==> config.mk <==
export PLATFORM = sky130hd
export DESIGN_NAME = instr_encoder
export DESIGN_NICKNAME = d
export VERILOG_FILES = /design/src/rtl/riscv_pkg.sv /design/src/rtl/instr_pack.sv /design/src/rtl/instr_encoder.sv
export SDC_FILE = /design/constraint.sdc
export NUM_CORES = 1
export LEC_CHECK = 0
export CAP_MARGIN = 0
export CORE_MARGIN = 4
export CORE_UTILIZATION = 51
export DETAILED_ROUTE_END_ITERATION = 10
export DONT_BUFFER_PORTS = 1
export GPL_ROUTABILITY_DRIVEN = 0
export GPL_TIMING_DRIVEN = 0
export PLACE_DENSITY_LB_ADDON = 0.1
export SYNTH_ARGS = -nofsm -noshare
export SYNTH_HDL_FRONTEND = slang
export SYNTH_HIERARCHICAL = 1
export SYNTH_SLANG_ARGS = --single-unit
==> constraint.sdc <==
create_clock -name clk -period 1.7 [get_ports clk]
set_clock_uncertainty 0.05 [all_clocks]
set_input_delay 0.34 -clock clk [delete_from_list [all_inputs] [get_ports clk]]
set_output_delay 0.34 -clock clk [all_outputs]
set_load 0.02 [all_outputs]
==> src/rtl/riscv_pkg.sv <==
// Shared RV32I encoding definitions used by the instruction encoder and the decoder.
package riscv_pkg;

    typedef enum logic [2:0] {
        FMT_R = 3'd0,
        FMT_I = 3'd1,
        FMT_S = 3'd2,
        FMT_B = 3'd3,
        FMT_U = 3'd4,
        FMT_J = 3'd5
    } fmt_e;

    localparam logic [31:0] NOP    = 32'h0000_0013;

    localparam logic [6:0]  OP_IMM = 7'h13;
    localparam logic [6:0]  OP     = 7'h33;
    localparam logic [6:0]  STORE  = 7'h23;
    localparam logic [6:0]  BRANCH = 7'h63;
    localparam logic [6:0]  LUI    = 7'h37;
    localparam logic [6:0]  JAL    = 7'h6F;

    typedef struct packed {
        logic [6:0]  funct7;
        logic [4:0]  rs2;
        logic [4:0]  rs1;
        logic [2:0]  funct3;
        logic [4:0]  rd;
        logic [6:0]  opcode;
        logic [31:0] imm;
    } instr_fields_t;

endpackage

==> src/rtl/instr_pack.sv <==
// Combinational RV32I field packer: fields + format -> 32-bit instruction word.
module instr_pack
    import riscv_pkg::*;
(
    input  logic [2:0]    fmt,
    input  instr_fields_t fields,
    output logic [31:0]   word,
    output logic          illegal
);

    always_comb begin
        word    = NOP;
        illegal = 1'b0;
        case (fmt)
            FMT_R: word = {fields.funct7, fields.rs2, fields.rs1, fields.funct3,
                           fields.rd, fields.opcode};
            FMT_I: word = {fields.imm[11:0], fields.rs1, fields.funct3, fields.rd,
                           fields.opcode};
            FMT_S: word = {fields.imm[11:5], fields.rs2, fields.rs1, fields.funct3,
                           fields.imm[4:0], fields.opcode};
            FMT_B: word = {fields.imm[12], fields.imm[10:5], fields.rs2, fields.rs1,
                           fields.funct3, fields.imm[4:1], fields.imm[11], fields.opcode};
            FMT_U: word = {fields.imm[31:12], fields.rd, fields.opcode};
            FMT_J: word = {fields.imm[20], fields.imm[10:1], fields.imm[11],
                           fields.imm[19:12], fields.rd, fields.opcode};
            default: illegal = 1'b1;
        endcase
    end

endmodule

==> src/rtl/instr_encoder.sv <==
// Streams field bundles into encoded RV32I words written to consecutive
// instruction-memory addresses, one registered write per accepted beat.
module instr_encoder
    import riscv_pkg::*;
#(
    parameter int unsigned ADDR_W    = 8,
    parameter int unsigned BASE_ADDR = 0
) (
    input  logic              clk,
    input  logic              rst_n,
    input  logic              start,
    input  logic              in_valid,
    output logic              in_ready,
    input  logic [2:0]        fmt,
    input  logic [6:0]        opcode,
    input  logic [6:0]        funct7,
    input  logic [2:0]        funct3,
    input  logic [4:0]        rs1,
    input  logic [4:0]        rs2,
    input  logic [4:0]        rd,
    input  logic [31:0]       imm,
    input  logic              last,
    output logic              mem_we,
    output logic [ADDR_W-1:0] mem_addr,
    output logic [31:0]       mem_wdata,
    output logic              busy,
    output logic              done,
    output logic              err,
    output logic [ADDR_W:0]   count
);

    localparam int unsigned CAP_INT = (1 << ADDR_W) - BASE_ADDR;
    localparam logic [ADDR_W:0]   CAPACITY = (ADDR_W + 1)'(CAP_INT);
    localparam logic [ADDR_W-1:0] BASE     = ADDR_W'(BASE_ADDR);

    typedef enum logic [1:0] {
        S_IDLE = 2'd0,
        S_LOAD = 2'd1,
        S_DONE = 2'd2
    } state_e;

    state_e            state_q, state_d;
    logic [ADDR_W-1:0] ptr_q, ptr_d;
    logic [ADDR_W:0]   count_q, count_d;
    logic              err_q, err_d;
    logic              last_seen_q, last_seen_d;
    logic              we_q, we_d;
    logic [ADDR_W-1:0] addr_q, addr_d;
    logic [31:0]       wdata_q, wdata_d;

    instr_fields_t     fields;
    logic [31:0]       word;
    logic              illegal;
    logic              accept;

    assign fields = '{funct7: funct7, rs2: rs2, rs1: rs1, funct3: funct3,
                      rd: rd, opcode: opcode, imm: imm};

    instr_pack u_pack (
        .fmt     (fmt),
        .fields  (fields),
        .word    (word),
        .illegal (illegal)
    );

    assign in_ready  = (state_q == S_LOAD) && !last_seen_q;
    assign accept    = in_valid && in_ready;
    assign busy      = (state_q == S_LOAD);
    assign done      = (state_q == S_DONE);
    assign err       = err_q;
    assign count     = count_q;
    assign mem_we    = we_q;
    assign mem_addr  = addr_q;
    assign mem_wdata = wdata_q;

    always_comb begin
        state_d     = state_q;
        ptr_d       = ptr_q;
        count_d     = count_q;
        err_d       = err_q;
        last_seen_d = last_seen_q;
        we_d        = 1'b0;
        addr_d      = addr_q;
        wdata_d     = wdata_q;
        case (state_q)
            S_IDLE: begin
                if (start) begin
                    state_d     = S_LOAD;
                    ptr_d       = BASE;
                    count_d     = '0;
                    err_d       = 1'b0;
                    last_seen_d = 1'b0;
                end
            end
            S_LOAD: begin
                if (last_seen_q) begin
                    state_d = S_DONE;
                end else if (accept) begin
                    last_seen_d = last;
                    // A full memory drops the beat; the count guard also keeps
                    // the pointer from ever producing a wrapped address.
                    if (count_q == CAPACITY) begin
                        err_d = 1'b1;
                    end else begin
                        we_d    = 1'b1;
                        addr_d  = ptr_q;
                        wdata_d = word;
                        ptr_d   = ptr_q + 1'b1;
                        count_d = count_q + 1'b1;
                        if (illegal) err_d = 1'b1;
                    end
                end
            end
            S_DONE:  state_d = S_IDLE;
            default: state_d = S_IDLE;
        endcase
    end

    always_ff @(posedge clk) begin
        if (!rst_n) begin
            state_q     <= S_IDLE;
            ptr_q       <= '0;
            count_q     <= '0;
            err_q       <= 1'b0;
            last_seen_q <= 1'b0;
            we_q        <= 1'b0;
            addr_q      <= '0;
            wdata_q     <= '0;
        end else begin
            state_q     <= state_d;
            ptr_q       <= ptr_d;
            count_q     <= count_d;
            err_q       <= err_d;
            last_seen_q <= last_seen_d;
            we_q        <= we_d;
            addr_q      <= addr_d;
            wdata_q     <= wdata_d;
        end
    end

endmodule

==> run_summary.xml <==
<?xml version="1.0" encoding="UTF-8"?>
<metrics>
  <group name="critical_path">
    <metric name="worst-endpoint-required" unit="ns">1.89</metric>
    <metric name="crit_path_max_fanout" unit="">8</metric>
    <metric name="critPathKind" unit="">reg -&gt; reg</metric>
    <metric name="reg2regPathDepth" unit="">7</metric>
    <metric name="worst-endpoint-arrival" unit="ns">2.12</metric>
    <metric name="endpoint_kind" unit="">register</metric>
    <metric name="ff2ff_setup_slack" unit="ns">-0.23</metric>
    <metric name="critical_path.reg2reg.endpoint" unit="">count[2]$_SDFFE_PN0P_</metric>
    <metric name="critical_path_source_type" unit="">register</metric>
    <metric name="worstReg2RegStart" unit="">count[0]$_SDFFE_PN0P_</metric>
    <metric name="worstSetupStartpoint" unit="">count[0]$_SDFFE_PN0P_</metric>
  </group>
  <group name="pwr">
    <metric name="switching_share_of_total_power" unit="%">29.0</metric>
    <metric name="power.density" unit="nW/um^2">869</metric>
    <metric name="seq_power_share" unit="%">46.9</metric>
    <metric name="pwr-share-clk" unit="%">39.9</metric>
    <metric name="cell_internal_pwr" unit="W">0.00236</metric>
    <metric name="maximum_vdd_drop" unit="uV">611</metric>
    <metric name="comb_power_share" unit="%">13.3</metric>
    <metric name="static-leakage-power" unit="nW">1.43</metric>
    <metric name="power_switching" unit="W">0.000961</metric>
    <metric name="sum_of_internal_switching_and_leakage_power" unit="W">0.00332</metric>
  </group>
  <group name="clocking">
    <metric name="clock_tree_sinks" unit="">62</metric>
    <metric name="htreeDepth" unit="">3</metric>
    <metric name="ctsRootBufferMaster" unit="">clkbuf_8</metric>
    <metric name="clk_transition_reported_paths" unit="ns">0.08</metric>
    <metric name="clock_tree.buffer_depth" unit="">2</metric>
    <metric name="clock_latency" unit="ns">0.34</metric>
    <metric name="cts_tree" unit="">built</metric>
    <metric name="number_of_buffers_created_by_cts" unit="">9</metric>
  </group>
  <group name="status">
    <metric name="run_status" unit="">complete, but fails checks</metric>
    <metric name="violated_checks" unit="">setup timing</metric>
  </group>
  <group name="global_routing">
    <metric name="globalRouteOverflowTotal" unit="">0</metric>
    <metric name="pin_count_of_the_biggest_net_entering_global_routing" unit="">13</metric>
    <metric name="grt_pass1_wl" unit="um">13800</metric>
    <metric name="grt_use_total" unit="%">23.6</metric>
    <metric name="initial_antenna_violation_count" unit="">0</metric>
    <metric name="grt_pass1_vias" unit="">2695</metric>
  </group>
  <group name="yosys">
    <metric name="synth_seq_cells" unit="">62</metric>
    <metric name="area_of_the_mapped_netlist" unit="sq um">3160</metric>
    <metric name="synthArstFlopShare" unit="%">0</metric>
    <metric name="most_area_consuming_cells_after_synthesis" unit="">dfxtp_1, nand2_1, a21oi_1</metric>
    <metric name="commonest_register_cell_after_synthesis" unit="">dfxtp_1</metric>
    <metric name="synth_fp_nets" unit="">456</metric>
    <metric name="post_synth_top_area_cell" unit="">dfxtp_1</metric>
    <metric name="syn-instance-count" unit="">381</metric>
    <metric name="postSynthAreaPerCell" unit="sq um">8.30</metric>
    <metric name="synth.distinct_cells" unit="">54</metric>
    <metric name="number_of_enable_flip_flop_cells_after_synthesis" unit="">0</metric>
    <metric name="synth_seq_area_share" unit="%">39.3</metric>
    <metric name="yosys.cell_count.top_type" unit="">nand2_1</metric>
    <metric name="yosysTopAreaCellShare" unit="%">39.3</metric>
    <metric name="synthTopCellsByCount" unit="">nand2_1, dfxtp_1, a21oi_1</metric>
    <metric name="yosysWarnings" unit="">6</metric>
  </group>
  <group name="finish">
    <metric name="postLayoutCellArea" unit="sq um">3820</metric>
    <metric name="final_layout_size_suffix_gt1_share" unit="%">30.6</metric>
    <metric name="nets" unit="">479</metric>
    <metric name="multi_input_area" unit="sq um">1860</metric>
    <metric name="diodes" unit="">0</metric>
    <metric name="sequential_cell_area" unit="sq um">1250</metric>
    <metric name="area_overhead_vs_synth" unit="%">20.8</metric>
    <metric name="fillCellCount" unit="">545</metric>
  </group>
  <group name="floorplan">
    <metric name="floorplan.initialDensity" unit="%">53.1</metric>
    <metric name="core.rowCount" unit="">28</metric>
    <metric name="dieArea" unit="sq um">7520</metric>
    <metric name="die_height" unit="um">86.7</metric>
    <metric name="dieWidth" unit="um">86.7</metric>
    <metric name="top_level_ports" unit="">126</metric>
    <metric name="design.core.area" unit="sq um">5960</metric>
  </group>
  <group name="drt">
    <metric name="detailedRoute.firstIterationViolations" unit="">130</metric>
    <metric name="detail_route.vias_per_cell" unit="">5.99</metric>
    <metric name="wirelength" unit="um">8930</metric>
    <metric name="detail_route.drc_violations" unit="">0</metric>
    <metric name="routed-via-count" unit="">2901</metric>
    <metric name="antenna_violating_nets_left" unit="">0</metric>
    <metric name="first_drt_pass_iteration_count" unit="">4</metric>
    <metric name="wire_per_inst" unit="um">18.5</metric>
  </group>
  <group name="hold_path">
    <metric name="min-delay-path-class" unit="">in -&gt; reg</metric>
    <metric name="timing.hold.worst_endpoint" unit="">last_seen_q$_SDFFE_PN0P_</metric>
    <metric name="hold_depth" unit="">2</metric>
    <metric name="holdCritStartpoint" unit="">last</metric>
  </group>
  <group name="timing">
    <metric name="maxSlewHeadroom" unit="%">44.3</metric>
    <metric name="max_clock_freq" unit="MHz">518</metric>
    <metric name="hold-worst-slack" unit="ns">0.0880</metric>
    <metric name="tcrit_tclk_final" unit="%">113</metric>
    <metric name="hold_viol" unit="">0</metric>
    <metric name="slew_violations" unit="">0</metric>
    <metric name="setup_viol_count_final" unit="">56</metric>
    <metric name="post-route-min-period" unit="ns">1.93</metric>
    <metric name="slack_of_the_critical_path" unit="ns">-0.229</metric>
    <metric name="worst-slew-pin-transition" unit="ns">0.830</metric>
    <metric name="setup_repair_after_global_routing_missed_its_margin" unit="">yes</metric>
  </group>
  <group name="place">
    <metric name="dp_hpwl" unit="um">6130</metric>
    <metric name="buffer_ports.inserted" unit="">0</metric>
    <metric name="dpl_cell_area" unit="sq um">3280</metric>
  </group>
  <group name="run">
    <metric name="max_cap_viol_count" unit="">0</metric>
  </group>
</metrics>
-- what timing repair did --
item / in CTS / in global routing
setup endpoints to repair: 58 / 57
resized for setup: 27 / 33
pin swaps: 4 / 15
hold buffers: 0 / 0
buffers inserted: 6 / 4
cloned: 1 / 1
-- logic make-up (layout without fill, tap and decap cells) --
| group | Yosys count | count (layout) | synth area share [%] |
|---|---|---|---|
| simple gates | 152 | 152 | 23.7 |
| compound gates | 117 | 117 | 25.3 |
| flops | 62 | 62 | 39.3 |
| buf+inv | 40 | 68 | 8.16 |
| mux | 6 | 6 | 2.14 |
| fa+ha+maj | 3 | 3 | 1.19 |
| xor+xnor | 1 | 1 | 0.277 |
-- cells in the final DEF, fill, tap and decap left out, types with 7 or more instances in the layout --
| cell | n |
|---|---|
| dfxtp_1 | 56 |
| nand2b_1 | 7 |
| buf_6 | 11 |
| o21ai_0 | 10 |
| buf_2 | 7 |
| inv_1 | 11 |
| o22ai_1 | 9 |
| nand2_1 | 79 |
| nand2_2 | 13 |
| clkbuf_8 | 11 |
| a21oi_2 | 25 |
| nand3_1 | 8 |
| a22oi_1 | 16 |
| a21oi_1 | 19 |
| a31oi_1 | 7 |
| buf_4 | 7 |
-- sequential cells by signal, summed over array words and instances (netlist names) --
| name | cells |
|---|---|
| mem_wdata | 32 |
| count | 9 |
| mem_addr | 8 |
| ptr_q | 8 |
| state_q | 2 |
| err | 1 |
| last_seen_q | 1 |
| mem_we | 1 |
-- final cells by class --
| cell class | instances | area share [%] |
|---|---|---|
| buffer | 25 | 6.10 |
| clock buffer | 9 | 3.24 |
| clock inverter | 7 | 1.93 |
| inverter | 15 | 1.61 |
| multi-input combinational | 279 | 48.6 |
| sequential | 62 | 32.8 |
| tap | 75 | 2.46 |
| timing repair buffer | 12 | 3.21 |
-- worst max-delay path: stages (launching register included) --
cell	delay (ns)
dfxtp_4	0.40
inv_4	0.07
ha_4	0.12
or4b_4	0.50
o211ai_4	0.25
buf_6	0.20
o22ai_1	0.08
a21o_1	0.16
-- worst max-delay path by stage --
stage / to / slack [ns] / cells past startpoint
global placement: ptr_q[2]$_SDFFE_PN0P_ / -0.22 / 5
global route: mem_wdata[23]$_SDFFE_PN0P_ / -0.29 / 8
floorplan: count[2]$_SDFFE_PN0P_ / -0.07 / 7
detailed placement: mem_wdata[7]$_SDFFE_PN0P_ / -0.23 / 6
CTS: count[2]$_SDFFE_PN0P_ / -0.22 / 7
finish: count[2]$_SDFFE_PN0P_ / -0.23 / 7
-- per-stage QoR --
stage	std cells	setup WS (ns)	util, %	setup TNS, ns
CTS	479	-0.218	61.5	-9.98
floorplan	381	-0.0685	-	-1.97
detailed placement	456	-0.232	55.1	-10.93
global placement	456	-0.219	55.1	-10.08
global route	484	-0.285	64.1	-14.16
finish	484	-0.229	64.1	-10.48
-- routing by layer --
metal	part of all wire (%)	global-route usage (%)
met5	0	0
met4	1.4	8.64
met3	11	8.84
met2	46	35.7
met1	42	30.5
-- power by group through the flow --
stage	logic (W)	registers [W]	clock network, W
2_1_floorplan	0.000294	0.00158	0
3_3_place_gp	0.000364	0.00159	0
3_5_place_dp	0.000369	0.00159	0
4_1_cts	0.000409	0.00155	0.00133
5_1_grt	0.000482	0.00156	0.00140
6_report	0.000441	0.00155	0.00132
No activity file was read; power rests on OpenSTA's default activity.
